**config.mk**
```make
export PLATFORM = sky130hd
export DESIGN_NAME = mem_decipher
export DESIGN_NICKNAME = d
export VERILOG_FILES = /design/src/rtl/mem_decipher.sv
export SDC_FILE = /design/constraint.sdc
export NUM_CORES = 1
export LEC_CHECK = 0
export CAP_MARGIN = 20
export CORE_MARGIN = 3
export CORE_UTILIZATION = 45
export CTS_BUF_LIST = sky130_fd_sc_hd__clkbuf_2 sky130_fd_sc_hd__clkbuf_4 sky130_fd_sc_hd__clkbuf_8
export DETAILED_ROUTE_END_ITERATION = 10
export PLACE_DENSITY = 0.83
export SETUP_SLACK_MARGIN = 0.2
export SYNTH_ARGS = -nofsm -noshare
export SYNTH_HDL_FRONTEND = slang
export SYNTH_SLANG_ARGS = --single-unit
```
**constraint.sdc**
```tcl
create_clock -name clk -period 2.69 [get_ports clk]
set_input_delay 0.4035 -clock clk [delete_from_list [all_inputs] [get_ports clk]]
set_output_delay 0.4035 -clock clk [all_outputs]
set_load 0.02 [all_outputs]
```
**src/rtl/mem_decipher.sv**
```systemverilog
// mem_decipher: receive-side inverse of the four-box Enigma-style substitution.
// Ciphertext bytes stream in on a valid/ready face, pass through a two-stage
// pipeline (S1 capture, S2 decipher), and leave as plaintext on a second
// valid/ready face. The box setting auto-steps per accepted letter.
//
// Ports:
//   clk, rst               rising-edge clock, synchronous active-high reset
//   key_load, key_in[1:0]  load the starting box setting (IDLE only)
//   flush                  stop accepting, drain the pipeline, return to IDLE
//   in_valid, in_data[7:0], in_ready       ciphertext input handshake
//   out_valid, out_data[7:0], out_ready    plaintext output handshake
//   busy                   not IDLE, or any pipeline stage occupied
//   setting[1:0]           box select for the next accepted letter
//   char_count[15:0]       letters deciphered since key load (wraps)
module mem_decipher #(
    parameter int unsigned SHIFT0  = 3,
    parameter int unsigned SHIFT1  = 7,
    parameter int unsigned SHIFT2  = 11,
    parameter int unsigned SHIFT3  = 19,
    parameter int unsigned STEP_EN = 1
) (
    input  logic        clk,
    input  logic        rst,
    input  logic        key_load,
    input  logic [1:0]  key_in,
    input  logic        flush,
    input  logic        in_valid,
    input  logic [7:0]  in_data,
    output logic        in_ready,
    output logic        out_valid,
    output logic [7:0]  out_data,
    input  logic        out_ready,
    output logic        busy,
    output logic [1:0]  setting,
    output logic [15:0] char_count
);

    localparam int unsigned ALPHA = 26;

    // Additive inverses of each box shift, so decipher is an add mod 26
    localparam logic [5:0] INV0 = 6'(ALPHA - SHIFT0);
    localparam logic [5:0] INV1 = 6'(ALPHA - SHIFT1);
    localparam logic [5:0] INV2 = 6'(ALPHA - SHIFT2);
    localparam logic [5:0] INV3 = 6'(ALPHA - SHIFT3);

    typedef enum logic [1:0] {
        IDLE  = 2'd0,
        RUN   = 2'd1,
        DRAIN = 2'd2
    } state_t;

    state_t      state;
    logic        s1_valid;
    logic [7:0]  s1_data;
    logic [1:0]  s1_set;

    logic        s2_free;
    logic        s1_adv;
    logic        accept;

    function automatic logic is_letter(input logic [7:0] b);
        return (b >= 8'h41) && (b <= 8'h5A);
    endfunction

    // Inverse substitution; letter offset plus inverse shift stays below 64,
    // so one conditional subtract brings it back into 0..25
    function automatic logic [7:0] decipher(input logic [7:0] b, input logic [1:0] sel);
        logic [5:0] inv;
        logic [5:0] t;
        case (sel)
            2'd0:    inv = INV0;
            2'd1:    inv = INV1;
            2'd2:    inv = INV2;
            default: inv = INV3;
        endcase
        t = 6'(b - 8'h41) + inv;
        if (t >= 6'(ALPHA)) begin
            t = t - 6'(ALPHA);
        end
        return is_letter(b) ? (8'h41 + 8'(t)) : b;
    endfunction

    // S2 can take a new byte when empty or when its byte leaves this cycle
    assign s2_free  = !out_valid || out_ready;
    assign s1_adv   = s1_valid && s2_free;
    assign in_ready = (state == RUN) && (!s1_valid || s2_free);
    assign accept   = in_valid && in_ready;
    assign busy     = (state != IDLE) || s1_valid || out_valid;

    // Control FSM, key/setting/count bookkeeping and both pipeline stages
    always_ff @(posedge clk) begin
        if (rst) begin
            state      <= IDLE;
            setting    <= 2'd0;
            char_count <= 16'd0;
            s1_valid   <= 1'b0;
            s1_data    <= 8'h00;
            s1_set     <= 2'd0;
            out_valid  <= 1'b0;
            out_data   <= 8'h00;
        end else begin
            case (state)
                IDLE: begin
                    if (key_load) begin
                        state      <= RUN;
                        setting    <= key_in;
                        char_count <= 16'd0;
                    end
                end
                RUN: begin
                    if (flush) begin
                        state <= DRAIN;
                    end
                end
                DRAIN: begin
                    if (!s1_valid && !out_valid) begin
                        state <= IDLE;
                    end
                end
                default: state <= IDLE;
            endcase

            // accept only happens in RUN, so this never collides with a key load
            if (accept && is_letter(in_data)) begin
                if (STEP_EN != 0) begin
                    setting <= setting + 2'd1;
                end
                char_count <= char_count + 16'd1;
            end

            if (accept) begin
                s1_valid <= 1'b1;
                s1_data  <= in_data;
                s1_set   <= setting;
            end else if (s1_adv) begin
                s1_valid <= 1'b0;
            end

            if (s1_adv) begin
                out_valid <= 1'b1;
                out_data  <= decipher(s1_data, s1_set);
            end else if (out_valid && out_ready) begin
                out_valid <= 1'b0;
            end
        end
    end

endmodule
```
# Word-level counts from Yosys, hierarchy flattened
# Cells that the tools add are included.
[word_totals] in_bits=16 regBits=40 output_inout_bits=29 wordCells=70
[classes] magnitude_cmp=5 n_reduce_logical=23 n_eq_ne=7 mux=21 addsub=6
[op_table] operator="16-bit two-way mux" n=3
[op_table] operator="6-bit two-way mux" n=5
[op_table] operator="16-bit by 1-bit adder with 16-bit output, second input constant" n=1
[op_table] operator="8-bit by 7-bit greater-or-equal comparator with 1-bit output, second input constant" n=2
[op_table] operator="8-bit by 7-bit <= comparator with 1-bit output, second input constant" n=2
[op_table] operator="5-bit one-hot mux with 3 select lines" n=1
[op_table] operator="2-bit two-way mux" n=6
[op_table] operator="2-bit nonzero test" n=5
[op_table] operator="7-bit by 6-bit adder with 8-bit output, first input constant" n=1
[op_table] operator="1-bit logical AND" n=8
[op_table] operator="8-bit two-way mux" n=1
[op_table] operator="6-bit adder" n=1
[op_table] operator="6-bit by 5-bit greater-or-equal comparator with 1-bit output, second input constant" n=1
[op_table] operator="2-bit != test, second input constant" n=3
[op_table] operator="2-bit one-hot mux with 3 select lines" n=1
[op_table] operator="6-bit by 1-bit subtractor with 6-bit output, second input constant" n=1
[op_table] operator="6-bit by 5-bit subtractor with 6-bit output, second input constant" n=1
[op_table] operator="2-bit by 1-bit equality test with 1-bit output, second input constant" n=2
[op_table] operator="2-bit equality test, second input constant" n=2
[op_table] operator="2-bit logical NOT" n=2
[op_table] operator="1-bit logical OR" n=4
[op_table] operator="1-bit two-way mux" n=4
[op_table] operator="3-bit AND reduction" n=1
[op_table] operator="2-bit by 1-bit adder with 2-bit output, second input constant" n=1
[op_table] operator="other kinds (2)" n=3

# Longest topological paths before layout
[logic_depth] depth_word=12 ltp_mapped=14 depth_no_buf=14

# Worst setup path before layout
# No wires, ideal clock.
[synth_timing] path_type="register to register" startpoint="register s1_data[1]" endpoint="register out_data[2]" stages_incl_launch_ff=13 slack_ns=-0.066 t_arrival_ns=2.624 setup_time_ns=0.132 cell_sequence="dfxtp_1 buf_6 inv_1 fa_1 nand2b_1 a21oi_2 xnor2_2 a21oi_1 a21oi_1 ha_1 or4_1 a31oi_1 nor3_1"
[synth_via] elab_chain_cells=8 elab_cells_between_ends=12
[synth_rtl] item="start: declaration" line="54" source="logic [7:0] s1_data;"
[synth_rtl] item="start signal: assignment" line="133" source="s1_data <= in_data;"
[synth_rtl] item="6-bit by 1-bit subtractor with 6-bit output" line="76" source="t = 6'(b - 8'h41) + inv;"
[synth_rtl] item="6-bit adder" line="76"
[synth_rtl] item="6-bit by 5-bit subtractor with 6-bit output or 6-bit by 5-bit greater-or-equal comparator with 1-bit output (tied branches)" line="78, 77"
[synth_rtl] item="6-bit two-way mux" line="77" source="if (t >= 6'(ALPHA)) begin"
[synth_rtl] item="6-bit two-way mux" line="139" source="if (s1_adv) begin"
[synth_rtl] item="6-bit two-way mux" line="92" source="if (rst) begin"
[synth_rtl] item="7-bit by 6-bit adder with 8-bit output" line="80" source="return is_letter(b) ? (8'h41 + 8'(t)) : b;"
[synth_rtl] item="8-bit two-way mux *" line="80"
[synth_rtl] item="end signal: assignment" line="141" source="out_data <= decipher(s1_data, s1_set);"
[synth_rtl] item="end: declaration" line="31" source="output logic [7:0] out_data,"
# Mark *: on every way between the ends. The rest lies on a longest branch, timed or not. The select of a mux whose other input is x is not followed.
# A chain may end at the register's enable or synchronous reset.

# Worst setup path after layout
[layout_timing] startpoint="register s1_set[1]" endpoint="register out_data[2]"
[layout_via] elab_chain_cells=11 elab_cells_between_ends=14
[layout_rtl] item="start: declaration" line="55" source="logic [1:0] s1_set;"
[layout_rtl] item="start signal: assignment" line="134" source="s1_set <= setting;"
[layout_rtl] item="2-bit equality test (tied with other cells)" line="70" source="case (sel)"
[layout_rtl] item="5-bit one-hot mux with 3 select lines *" line="70"
[layout_rtl] item="6-bit two-way mux *" line="139"
[layout_rtl] item="6-bit two-way mux *" line="92"
[layout_rtl] item="6-bit adder *" line="76"
[layout_rtl] item="6-bit by 5-bit subtractor with 6-bit output or 6-bit by 5-bit greater-or-equal comparator with 1-bit output (tied branches)" line="78, 77"
[layout_rtl] item="6-bit two-way mux *" line="77"
[layout_rtl] item="6-bit two-way mux *" line="139"
[layout_rtl] item="6-bit two-way mux *" line="92"
[layout_rtl] item="7-bit by 6-bit adder with 8-bit output *" line="80"
[layout_rtl] item="8-bit two-way mux *" line="80"
# Marks and branches as above.

==> summary.md <==
| Metric | Value |
|---|---|
| Internal Pwr Total | `1.029 mW` |
| Total Routing Usage GR | `20.83%` |
| Status | `finished clean` |
| Final setup vio count | `0` |
| CTS Root Cell | `clkbuf_8` |
| Fin crit period | `2540 ps` |
| Avg WL per Cell | `15.34 um` |
| Post-Route Setup TNS | `0 ps` |
| Leakage | `1.140 nW` |
| Vias | `about 2200` |
| WP buf/inv | `2` |
| Combinational share of power | `17.9%` |
| FMAX | `393.7 MHz` |
| Nets@finish | `around 350` |
| P_sw | `~380 uW` |
| Top-count cell post-synth | `nor2_1` |
| Commonest cells post-synth | `nor2_1 (42), dfxtp_1 (40), a21oi_1 (24)` |
| Number of I/O pins | `45` |
| Clk buf depth | `2` |
| H-tree levels | `2` |
| RSZ-0062 raised after global routing | `true` |
| Slew Limit Fails | `0` |
| Slew @ Worst Pin | `441.9 ps` |
| CTS sink count | `40` |
| CTS buffer count | `5` |
| Setup crit end kind | `register` |
| Die height | `75.48 um` |
| Placed cell count | `364` |
| Full die area | `5696 um2` |
| Total gr overflow | `0` |
| Top-area cell type share of the netlist area | `a little under two fifths` |
| Starting DRT DRC Count | `100` |
| Initial antenna violation count | `0` |
| Share of flip-flops with an asynchronous set or reset | `0%` |
| Primary FF master, synth | `dfxtp_1` |
| Crit-path slowest cell | `or4_1` |
| Mapped Area | `approximately 2200 um2` |
| DRT Wirelength | `5783 um` |
| Port bufs | `44` |
| Min-Delay Path Class | `register to register` |
| Clock skew | `11.44 ps` |
| CP Launch Type | `register` |
| Layout Area Growth over Synthesis | `38.65%` |
| Clock latency on the worst-skew pair | `300 ps` |
| Reg clk slew, reported paths | `about 90 ps` |
| Post-synth cell types | `51` |
| Overall power | `1.410 mW` |
| Largest net degree at the start of global routing | `42` |
| Tcrit/Tclk final | `94.42%` |
| TritonRoute pass-1 iters | `4` |
| Fraction of power consumed by the clock network | `37.9%` |
| Hold_buf cts | `0` |
| Worst Slack Setup Final | `150.2 ps` |
| Sequential share of the synthesized area | `36.87%` |
| Pre-CTS WS | `100.5 ps` |
| Final Hold Fails | `0` |
| CP Class | `register to register` |
| Area leader, netlist | `dfxtp_1` |
| Initial Util | `48.22%` |
| Synth area leaders | `dfxtp_1 (37%), nor2_1 (7.3%), a21oi_1 (5.5%), mux2i_1 (5.1%), ha_1 (3.5%)` |
| Residual DRC count | `0` |
| Syn Inst Count | `264` |
| Worst Path Max Fanout | `3` |
| Cell Rows | `24` |
| CP required | `2860 ps` |
| Antenna Cells | `0` |
| Seq cells post-synth | `40` |
| Max_slew headroom | `70.13%` |
| HPWL Detailed | `3964 um` |
| Pwr dens | `468.3 nW/um2` |
| Fin cells | `377` |
| Core Area | `4504 um2` |
| TritonCTS clock tree | `built` |
| Max cap viols | `0` |
| Arr. time, crit path | `between 2000 and 3000 ps` |
| Vias/cell | `approximately 5.8` |
| Worst vdd ir | `311.6 uV` |
| Post-synth EDFFs | `0` |
| Routed Antenna Nets | `0` |
| Syn_nets | `~290` |
| Kind of cell adding the most delay to the critical path | `simple AND/OR/NAND/NOR gates` |
| GPL Wtd Cong | `0.7955` |
| Ratio of cells with drive above 1 in the final layout | `17.54%` |
| Vias in the first global route | `1997` |
| Global-route wire length before repair | `9114 um` |
| Die width | `about 75 um` |
| Switching Share | `27.04%` |
| Ys Warns | `0` |
| Critical Path Max Stage Delay | `460 ps` |
| Flop pwr share | `roughly 44%` |
| Post-Syn Area per Cell | `8.228 um2` |
| CP Cell Sequence | `inv_2 -> buf_4 -> ha_1 -> nor2_1 -> a21oi_4 -> xor2_2 -> nor2_2 -> a21oi_2 -> ha_2 -> or4_1 -> a31oi_1 -> nor3_1` |
## state kept, by name, indices dropped and copies added, names as in the netlist
name and cells:
out_valid 1, char_count 16, state 2, setting 2, out_data 8, s1_data 8, s1_valid 1, s1_set 2
## cells in the final DEF (no fill, tap or decap), types with 3 or more instances in the layout
cell type	n
mux2i_1	11
nand4_1	4
nor2_2	3
a211oi_1	5
a21oi_1	22
xnor2_1	3
dfxtp_1	37
nor2_1	40
or3_1	5
o21ai_0	13
a31oi_1	4
nor3_1	8
clkdlybuf4s50_1	44
buf_4	19
nand2_1	18
dfxtp_2	3
nand3_1	9
clkbuf_8	6
xor2_1	4
and3_1	4
inv_1	5
ha_1	3
nand3b_1	4
## power groups by stage
stage | sequential, mW | combinational, mW | clock (mW)
finish | 0.622 | 0.253 | 0.535
global route | 0.625 | 0.275 | 0.552
CTS | 0.621 | 0.241 | 0.534
detailed placement | 0.635 | 0.229 | 0
global placement | 0.635 | 0.223 | 0
floorplan | 0.639 | 0.137 | 0
## worst paths after layout
check / endpoint / cells after the start / from / slack [ps]
max: out_data[2] / 12 / s1_set[1] / 150
max reg2reg: out_data[2] / 12 / s1_set[1] / 150
min: state[0] / 1 / state[1] / 460
min reg2reg: state[0] / 1 / state[1] / 460
## routing by layer
| metal | vias to the layer above | routed length (um) | track usage (%) | part of all wire (%) |
|---|---|---|---|---|
| met2 | 70 | 2860 | 34.52 | 49 |
| met3 | 10 | 237 | 4.222 | 4.1 |
| met4 | 0 | 80 | 7.573 | 1.4 |
| met1 | 1032 | 2604 | 26.83 | 45 |
| met5 | - | 0 | 0 | 0 |
| li1 | 1072 | - | - | - |
## cells by family after synthesis
family / count (synthesis) / share of synthesized area (%)
fa+ha+maj: 7 / 4.378
xor+xnor: 10 / 5.069
mux: 12 / 5.588
compound gates: 64 / 18.95
buf+inv: 17 / 3.399
flops: 40 / 36.87
simple gates: 114 / 25.75
## through the flow
stage,cell area [um2],util (%),hold WS (ps)
5_1_grt,3012,66.86,478.3
3_5_place_dp,2771,61.53,452.4
4_1_cts,2958,65.67,454.2
6_report,3012,66.86,455.2
3_3_place_gp,2771,61.53,434.8
2_1_floorplan,2208,-,423.2
## area by class of cell
class                      count  area, um2
clock buffer                   6      82.58
fill                         355       1493
timing repair buffer          63      583.1
tap                           52      65.06
sequential                    40      804.5
clock inverter                 2      38.79
multi-input combinational    207       1411
inverter                       7      26.28
## what timing repair did
item,in CTS,in global routing
pin swaps,7,6
gates resized for setup,7,8
buffers inserted,3,2
setup endpoints to repair,2,4
No activity file was read; power rests on OpenSTA's default activity.
